File: src/rtl/control_seq_pkg.sv
// control_seq_pkg: shared ISA opcodes, FSM states and datapath select encodings
package control_seq_pkg;

    typedef enum logic [2:0] {
        FETCH, DECODE, EXEC, LOAD_MEM, STORE_MEM, TRAP, HALTED
    } state_t;

    localparam logic ADDR_ALU = 1'b0;
    localparam logic ADDR_PC  = 1'b1;
    localparam logic RD_ALU   = 1'b0;
    localparam logic RD_MEM   = 1'b1;

    localparam logic [1:0] IN1_RS   = 2'b00;
    localparam logic [1:0] IN1_PC   = 2'b01;
    localparam logic [1:0] IN1_ZERO = 2'b11;
    localparam logic [1:0] IN2_RS   = 2'b00;
    localparam logic [1:0] IN2_IMM  = 2'b01;
    localparam logic [1:0] IN2_FOUR = 2'b11;

    localparam logic [4:0] OP_LOAD    = 5'b00000;
    localparam logic [4:0] OP_MISCMEM = 5'b00011;
    localparam logic [4:0] OP_OPIMM   = 5'b00100;
    localparam logic [4:0] OP_AUIPC   = 5'b00101;
    localparam logic [4:0] OP_STORE   = 5'b01000;
    localparam logic [4:0] OP_OP      = 5'b01100;
    localparam logic [4:0] OP_LUI     = 5'b01101;
    localparam logic [4:0] OP_BRANCH  = 5'b11000;
    localparam logic [4:0] OP_JALR    = 5'b11001;
    localparam logic [4:0] OP_JAL     = 5'b11011;
    localparam logic [4:0] OP_SYSTEM  = 5'b11100;

    function automatic logic is_exec(input logic [4:0] op);
        return op inside {OP_LUI, OP_AUIPC, OP_JAL, OP_JALR, OP_BRANCH,
                          OP_OPIMM, OP_OP, OP_MISCMEM, OP_SYSTEM};
    endfunction

    function automatic logic writes_rd(input logic [4:0] op);
        return op inside {OP_LUI, OP_AUIPC, OP_JAL, OP_JALR, OP_OPIMM, OP_OP};
    endfunction

endpackage

File: src/rtl/control_seq_retire_counter.sv
// retire_counter: wrapping count of retired instructions
module retire_counter #(
    parameter int CNT_W = 32
) (
    input  logic             clk,
    input  logic             rst,
    input  logic             inc,
    output logic [CNT_W-1:0] count
);
    always_ff @(posedge clk)
        if (rst) count <= '0;
        else if (inc) count <= count + CNT_W'(1);
endmodule

File: src/rtl/control_seq.sv
// control_seq: multi-cycle RV32 control FSM with debug halt/step/resume
module control_seq
    import control_seq_pkg::*;
#(
    parameter int CNT_W           = 32,
    parameter int HALT_ON_ILLEGAL = 1,
    parameter int DEBUG_EN        = 1
) (
    input  logic             clk,
    input  logic             rst,
    input  logic [4:0]       opcode,
    input  logic             mem_done,
    input  logic             halt_req,
    input  logic             resume_req,
    input  logic             step_req,
    output logic             write_pc,
    output logic             write_ir,
    output logic             write_rd,
    output logic             mem_read,
    output logic             mem_write,
    output logic             addr_sel,
    output logic             rd_sel,
    output logic [1:0]       alu_insel1,
    output logic [1:0]       alu_insel2,
    output logic             halted,
    output logic             illegal,
    output logic [CNT_W-1:0] instret
);
    localparam bit DBG    = DEBUG_EN != 0;
    localparam bit HALT_I = HALT_ON_ILLEGAL != 0;

    state_t state, state_nx;
    logic   step_pending, retire;

    always_ff @(posedge clk)
        if (rst) begin
            state        <= FETCH;
            step_pending <= 1'b0;
        end else begin
            state        <= state_nx;
            step_pending <= (state == HALTED && DBG && step_req && !resume_req) ? 1'b1 :
                            (retire || state == TRAP) ? 1'b0 : step_pending;
        end

    always_comb begin
        state_nx   = state;
        write_pc   = 1'b0;
        write_ir   = 1'b0;
        write_rd   = 1'b0;
        mem_read   = 1'b0;
        mem_write  = 1'b0;
        addr_sel   = ADDR_ALU;
        rd_sel     = RD_ALU;
        alu_insel1 = IN1_RS;
        alu_insel2 = IN2_RS;
        halted     = 1'b0;
        illegal    = 1'b0;
        case (state)
            FETCH: begin
                mem_read = 1'b1;
                addr_sel = ADDR_PC;
                write_ir = mem_done;
                state_nx = mem_done ? DECODE : FETCH;
            end
            DECODE: state_nx = opcode == OP_LOAD  ? LOAD_MEM :
                               opcode == OP_STORE ? STORE_MEM :
                               is_exec(opcode)    ? EXEC : TRAP;
            EXEC: begin
                write_pc   = 1'b1;
                write_rd   = writes_rd(opcode);
                alu_insel1 = opcode == OP_LUI ? IN1_ZERO :
                             opcode inside {OP_AUIPC, OP_JAL, OP_JALR} ? IN1_PC : IN1_RS;
                alu_insel2 = opcode inside {OP_JAL, OP_JALR} ? IN2_FOUR :
                             opcode inside {OP_LUI, OP_AUIPC, OP_OPIMM} ? IN2_IMM : IN2_RS;
            end
            LOAD_MEM: begin
                mem_read   = 1'b1;
                alu_insel2 = IN2_IMM;
                write_rd   = mem_done;
                rd_sel     = mem_done ? RD_MEM : RD_ALU;
                write_pc   = mem_done;
            end
            STORE_MEM: begin
                mem_write  = 1'b1;
                alu_insel2 = IN2_IMM;
                write_pc   = mem_done;
            end
            TRAP: begin
                illegal  = 1'b1;
                write_pc = !HALT_I;
                state_nx = HALT_I ? HALTED : FETCH;
            end
            HALTED: begin
                halted   = 1'b1;
                state_nx = DBG && (resume_req || step_req) ? FETCH : HALTED;
            end
            default: state_nx = FETCH;
        endcase
        retire = write_pc && state != TRAP;
        if (retire) state_nx = (DBG && halt_req) || step_pending ? HALTED : FETCH;
    end

    retire_counter #(.CNT_W(CNT_W)) u_retire_counter (
        .clk   (clk),
        .rst   (rst),
        .inc   (retire),
        .count (instret)
    );
endmodule

File: config.mk
export PLATFORM = sky130hd
export DESIGN_NAME = control_seq
export DESIGN_NICKNAME = d
export VERILOG_FILES = /design/src/rtl/control_seq_pkg.sv /design/src/rtl/control_seq_retire_counter.sv /design/src/rtl/control_seq.sv
export SDC_FILE = /design/constraint.sdc
export NUM_CORES = 1
export LEC_CHECK = 0
export CAP_MARGIN = 0
export CORE_ASPECT_RATIO = 0.75
export CORE_MARGIN = 2
export CORE_UTILIZATION = 50
export DETAILED_ROUTE_END_ITERATION = 8
export PLACE_DENSITY = 0.82
export SLEW_MARGIN = 0
export SYNTH_ARGS = -nofsm -noshare
export SYNTH_HDL_FRONTEND = slang
export SYNTH_SLANG_ARGS = --single-unit
export TNS_END_PERCENT = 20
File: constraint.sdc
create_clock -name clk -period 4.7 [get_ports clk]
set_clock_uncertainty 0.15 [all_clocks]
set_input_delay 0.94 -clock clk [delete_from_list [all_inputs] [get_ports clk]]
set_output_delay 0.94 -clock clk [all_outputs]
set_load 0.02 [all_outputs]
* After elaboration in Yosys (flattened, before gate mapping)
Index checks and enable logic that the tools add are counted.
W data, S select, Z words.
** Storage, ports and cells
- Register bits :: 36
- Output and inout bits :: 45
- Logic and storage cells :: 66
** Cells by class
- $add $sub $neg :: 1
- Equality and inequality tests :: 18
- Multiplexer cells :: 26
- Reductions and logical operators :: 18
** Operators by type and width (number)
- $add A32 B1 Y32 const B :: 1
- $eq A5 B5 Y1 const B :: 4
- $mux W3 :: 6
- $eq A5 B4 Y1 const B :: 3
- $pmux W3 S5 :: 1
- $mux W1 :: 13
- $eq A5 B3 Y1 const B :: 2
- $eq A3 B3 Y1 const B :: 3
- $reduce_bool A9 Y1 :: 1
- $eq A3 B2 Y1 const B :: 2
- $mux W2 :: 3
- $reduce_bool A3 Y1 :: 2
- $reduce_bool A6 Y1 :: 1
- $eq A5 B2 Y1 const B :: 1
- $logic_not A5 Y1 :: 1
- $pmux W1 S2 :: 2
- $pmux W2 S2 :: 1
- $reduce_bool A2 Y1 :: 2
- $reduce_or A2 Y1 :: 2
- $eq A3 B1 Y1 const B :: 1
- $logic_and A1 B1 Y1 :: 3
- $logic_not A3 Y1 :: 1
- $logic_or A1 B1 Y1 :: 3
- $ne A3 B3 Y1 const B :: 1
- 3 further kinds :: 3

* Logic depth before layout (Yosys ltp)
- Depth in word-level cells :: 7
- Mapped depth :: 7
- Mapped depth without buffers :: 6

* Cells and area by module
From an unflattened synthesis, not the netlist that was laid out.
** Unflattened totals
- Cell total of the unflattened synthesis :: 255
- Area, all modules :: 2054.5 um2
** By module, submodules not included
- retire_counter :: instances 1, cells each 181, area each 1564.0 um2
- control_seq :: instances 1, cells each 74, area each 490.5 um2

* Least setup slack after synthesis
OpenSTA, ideal clock, no wires.
- Kind :: in2out
- Start :: input port opcode[4]
- End :: output port write_rd
- Data arrival time :: 1.875 ns
- Data required time :: 3.610 ns
- Slack :: 1.735 ns
- Stages on the path :: 4
- Path buffers :: 0
- Cells stage by stage :: nand2b_1 > nor3_1 > mux2i_1 > o21ai_0
** On the way
- Longest elaborated chain between the ends :: 3
- Elaborated cells between the ends (all ways) :: 8
- Those cells by class :: 6 x eq/ne; 1 x mux; 1 x reduce/logical
** RTL lines
- start: declaration :: line control_seq.sv:11 : input logic [4:0] opcode,
- $eq A5 B4 Y1, or another cell as far along :: line control_seq_pkg.sv:38 : return op inside {OP_LUI, OP_AUIPC, OP_JAL, OP_JALR, OP_OPIMM, OP_OP};
- $reduce_bool A6 Y1 * :: line control_seq_pkg.sv:38
- $pmux W1 S2 * :: line control_seq.sv:58 : case (state)
- end: declaration :: line control_seq.sv:18 : output logic write_rd,
Mark *: on every way between the ends. The rest lies on a longest branch, timed or not.

* Final worst setup path
- Start :: input port opcode[4]
- End :: output port alu_insel2[0]
** On the way
- Longest elaborated chain between the ends :: 5
- Elaborated cells between the ends (all ways) :: 10
- Those cells by class :: 5 x eq/ne; 3 x mux; 2 x reduce/logical
** RTL lines
- $eq A5 B4 Y1 / $eq A5 B3 Y1 (equally long branches) :: line control_seq.sv:74 : opcode inside {OP_LUI, OP_AUIPC, OP_OPIMM} ? IN2_IMM : IN2_RS;
- $reduce_bool A3 Y1 :: line control_seq.sv:74
- $mux W1 :: line control_seq.sv:74
- $mux W2 * :: line control_seq.sv:73 : alu_insel2 = opcode inside {OP_JAL, OP_JALR} ? IN2_FOUR :
- $pmux W2 S2 * :: line control_seq.sv:58
- end: declaration :: line control_seq.sv:24 : output logic [1:0] alu_insel2,
Marks and branches as above.

==> impl_metrics.json <==
{
  "required_ns": 3.61,
  "crit_top_cell": "clkdlybuf4s50_1",
  "cts_num_sinks": 36,
  "globalRouteOverflowTotal": 0,
  "finalWirelength_um": 4380,
  "grt_pass1_vias": 1592,
  "syn-mean-instance-area_um2": 8.104,
  "fin_cells": 342,
  "netlist_area_um2": 1921,
  "cts_tree": "yes",
  "fp.dieH_um": 57.68,
  "peakVddDrop_mv": 0.1820,
  "wl_per_cell_um": 12.81,
  "ys_types": 42,
  "gp_congestion": 0.7999,
  "grt_antenna_before_repair": 0,
  "ys_warn_count": 0,
  "synth_ff_type": "dfxtp_1",
  "dp_cells": 334,
  "clock_latency_ns": 0.29,
  "hold_buffers": 0,
  "rows": 19,
  "path_buf_inv": 2,
  "postCtsSetupBuffers": 0,
  "p_leak_nw": 0.8911,
  "drive_above_1_share": 0.05862,
  "fillCellCount": 318,
  "firstDrtPassIters": 4,
  "antenna_cells": 0,
  "period_needed_ns": 3.880,
  "clock.fmax_mhz": 257.7,
  "grt_pass1_wl_um": 7279,
  "htree_num_levels": 2,
  "worstSetupEndpointType": "output port",
  "viasPerCell": 5.292,
  "dpl.hpwl_um": 3184,
  "critical-path-top-delay-family": "buffers and inverters",
  "io_buffers": 55,
  "syn_inst": 237,
  "critPathMaxFanout": 5,
  "synthArstFlopShare": 0,
  "cp_slowest_cell": "clkdlybuf4s50_1",
  "cp-start-kind": "input port",
  "outcome": "finished clean",
  "vias": 1810,
  "die_area_um2": 4358,
  "synth-edff-count": 0,
  "grt_max_degree": 37,
  "synth_nets": 249,
  "slew_violations": 0,
  "nets": 301,
  "multi_input_area_um2": 1115,
  "pin_count": 56,
  "p_per_area_nw_per_um2": 254.8,
  "start_util": 0.5246,
  "crit_path_cell_trace": "clkdlybuf4s50_1 > nand2b_1 > nor3_1 > a21oi_1 > o221ai_1 > clkdlybuf4s50_1",
  "numCtsBuffers": 5,
  "route.detailed.drc": 0,
  "cts-root-buf": "clkbuf_8",
  "setup_tns_ns": 0,
  "hold_violations": 0,
  "cap_violations": 0,
  "cts-resized-gates": 0,
  "critPathMaxStageDelay_ns": 0.64,
  "yosysSeqAreaShare": 0.3752,
  "critPathArrivalTime_ns": 2.79,
  "tightest_slew_ns": 0.5004,
  "hp-class": "reg -> reg",
  "clk_path_buf_depth": 2,
  "regArea_um2": 720.7,
  "fin_crit_sh": 0.8255,
  "grt_usage": 0.2123,
  "core_area_um2": 3661,
  "slew_headroom": 0.6659,
  "die_w_um": 75.57,
  "ys_ff_latch": 36,
  "rsz0062_at_grt": "no",
  "setup_violations": 0,
  "crit_type": "in -> out",
  "initialDrtViolationCount": 71,
  "clk_transition_reported_paths_ns": 0.07,
  "ant_nets": 0,
  "area_growth_pct": 34.72
}
==> where the power goes <==
group	total (mW)	switching, mW	internal (mW)	leakage, nW
logic	0.118	0.0606	0.0577	0.553
clock network	0.216	0.113	0.103	0.0479
registers	0.325	0.0147	0.310	0.290
==> through the flow <==
step	worst slack (ns)	hold WS (ns)	cell area, um2	power, mW	util
after floorplan	1.735	0.3773	1921	0.4012	-
after global placement	0.8903	0.3270	2500	0.4491	0.6828
after detailed placement	0.8289	0.3315	2500	0.4499	0.6828
after CTS	0.8185	0.3435	2587	0.6609	0.7068
after global routing	0.6776	0.3883	2587	0.6858	0.7068
final	0.8202	0.3411	2587	0.6593	0.7068
==> worst paths after layout <==
| check | end | cells after the start | start | slack (ns) |
|---|---|---|---|---|
| min reg2reg | u_retire_counter.count[31] | 2 | u_retire_counter.count[31] | 0.34 |
| max reg2reg | u_retire_counter.count[31] | 5 | state[1] | 2.32 |
| min | u_retire_counter.count[31] | 2 | u_retire_counter.count[31] | 0.34 |
| max | alu_insel2[0] | 6 | opcode[4] | 0.82 |
==> state kept, by name (all words and copies together) (netlist names) <==
| name | count |
|---|---|
| step_pending | 1 |
| state | 3 |
| u_retire_counter.count | 32 |
==> routing by layer <==
| layer | global-route usage | vias up | part of all wire | routed length (um) |
|---|---|---|---|---|
| met1 | 0.3104 | 833 | 0.50 | 2204 |
| met4 | 0.04511 | 0 | 0.0030 | 13 |
| met3 | 0.05913 | 2 | 0.059 | 259 |
| li1 | - | 926 | - | - |
| met2 | 0.3143 | 49 | 0.43 | 1903 |
| met5 | 0 | - | 0 | 0 |
==> cells in the mapped netlist, drive strengths merged, types with 3 or more instances <==
cell    count  area (um2)
a211oi      3       22.52
a21oi      14       70.07
xor2       21       183.9
clkbuf      6       22.52
and2        5       31.28
buf         6       28.77
nand2b      6       37.54
dfxtp      36       720.7
nor3        3       15.01
and3        3       18.77
xnor2       4       35.03
o21ai       9       45.04
and4        5       43.79
or3         6       37.54
nand2      11       41.29
nand4      12       75.07
nand3      13       70.07
nand3b      3       22.52
nor2       37       138.9
inv         9       33.78
==> worst reg2reg max path: cells and delay by family (launching register included) <==
family,cells,cell delay (ns)
flops,1,0.52
compound gates,2,0.57
simple gates,3,1.08
==> placed cells by master, fill, tap and decap left out, types with 2 or more instances in the layout <==
master            n
and3_1            3
nor3b_1           2
and4_1            5
buf_4             2
nand3_1          12
nor2_1           37
or3_1             6
a21oi_1          14
xor2_1           21
clkinv_2          2
nor3_1            3
nor2b_1           2
nor4_1            2
inv_1             9
or2_2             2
nand3b_1          3
nand2_1          11
clkbuf_8          5
a211oi_1          3
nand4_1          12
clkdlybuf4s50_1  55
dfxtp_1          36
mux2i_1           2
o21ai_0           9
and2_1            5
nand2b_1          6
xnor2_1           4
==> cells by family (layout without fill, tap and decap cells) <==
logic type      after synthesis  count (layout)  share of synthesized area
xor+xnor                     25              25                     0.1140
flops                        36              36                     0.3752
fa+ha+maj                     1               1                   0.006514
compound gates               35              35                     0.1192
mux                           3               3                    0.01629
buf+inv                      21              74                    0.04429
simple gates                116             116                     0.3244
==> cell type report <==
| cell class | count | share of cell area |
|---|---|---|
| timing repair buffer | 57 | 0.2186 |
| clock inverter | 3 | 0.007253 |
| sequential | 36 | 0.2785 |
| clock buffer | 5 | 0.02660 |
| tap | 52 | 0.02515 |
| multi-input combinational | 180 | 0.4309 |
| inverter | 9 | 0.01306 |
Note: power is estimated with default switching activity, not from simulation.
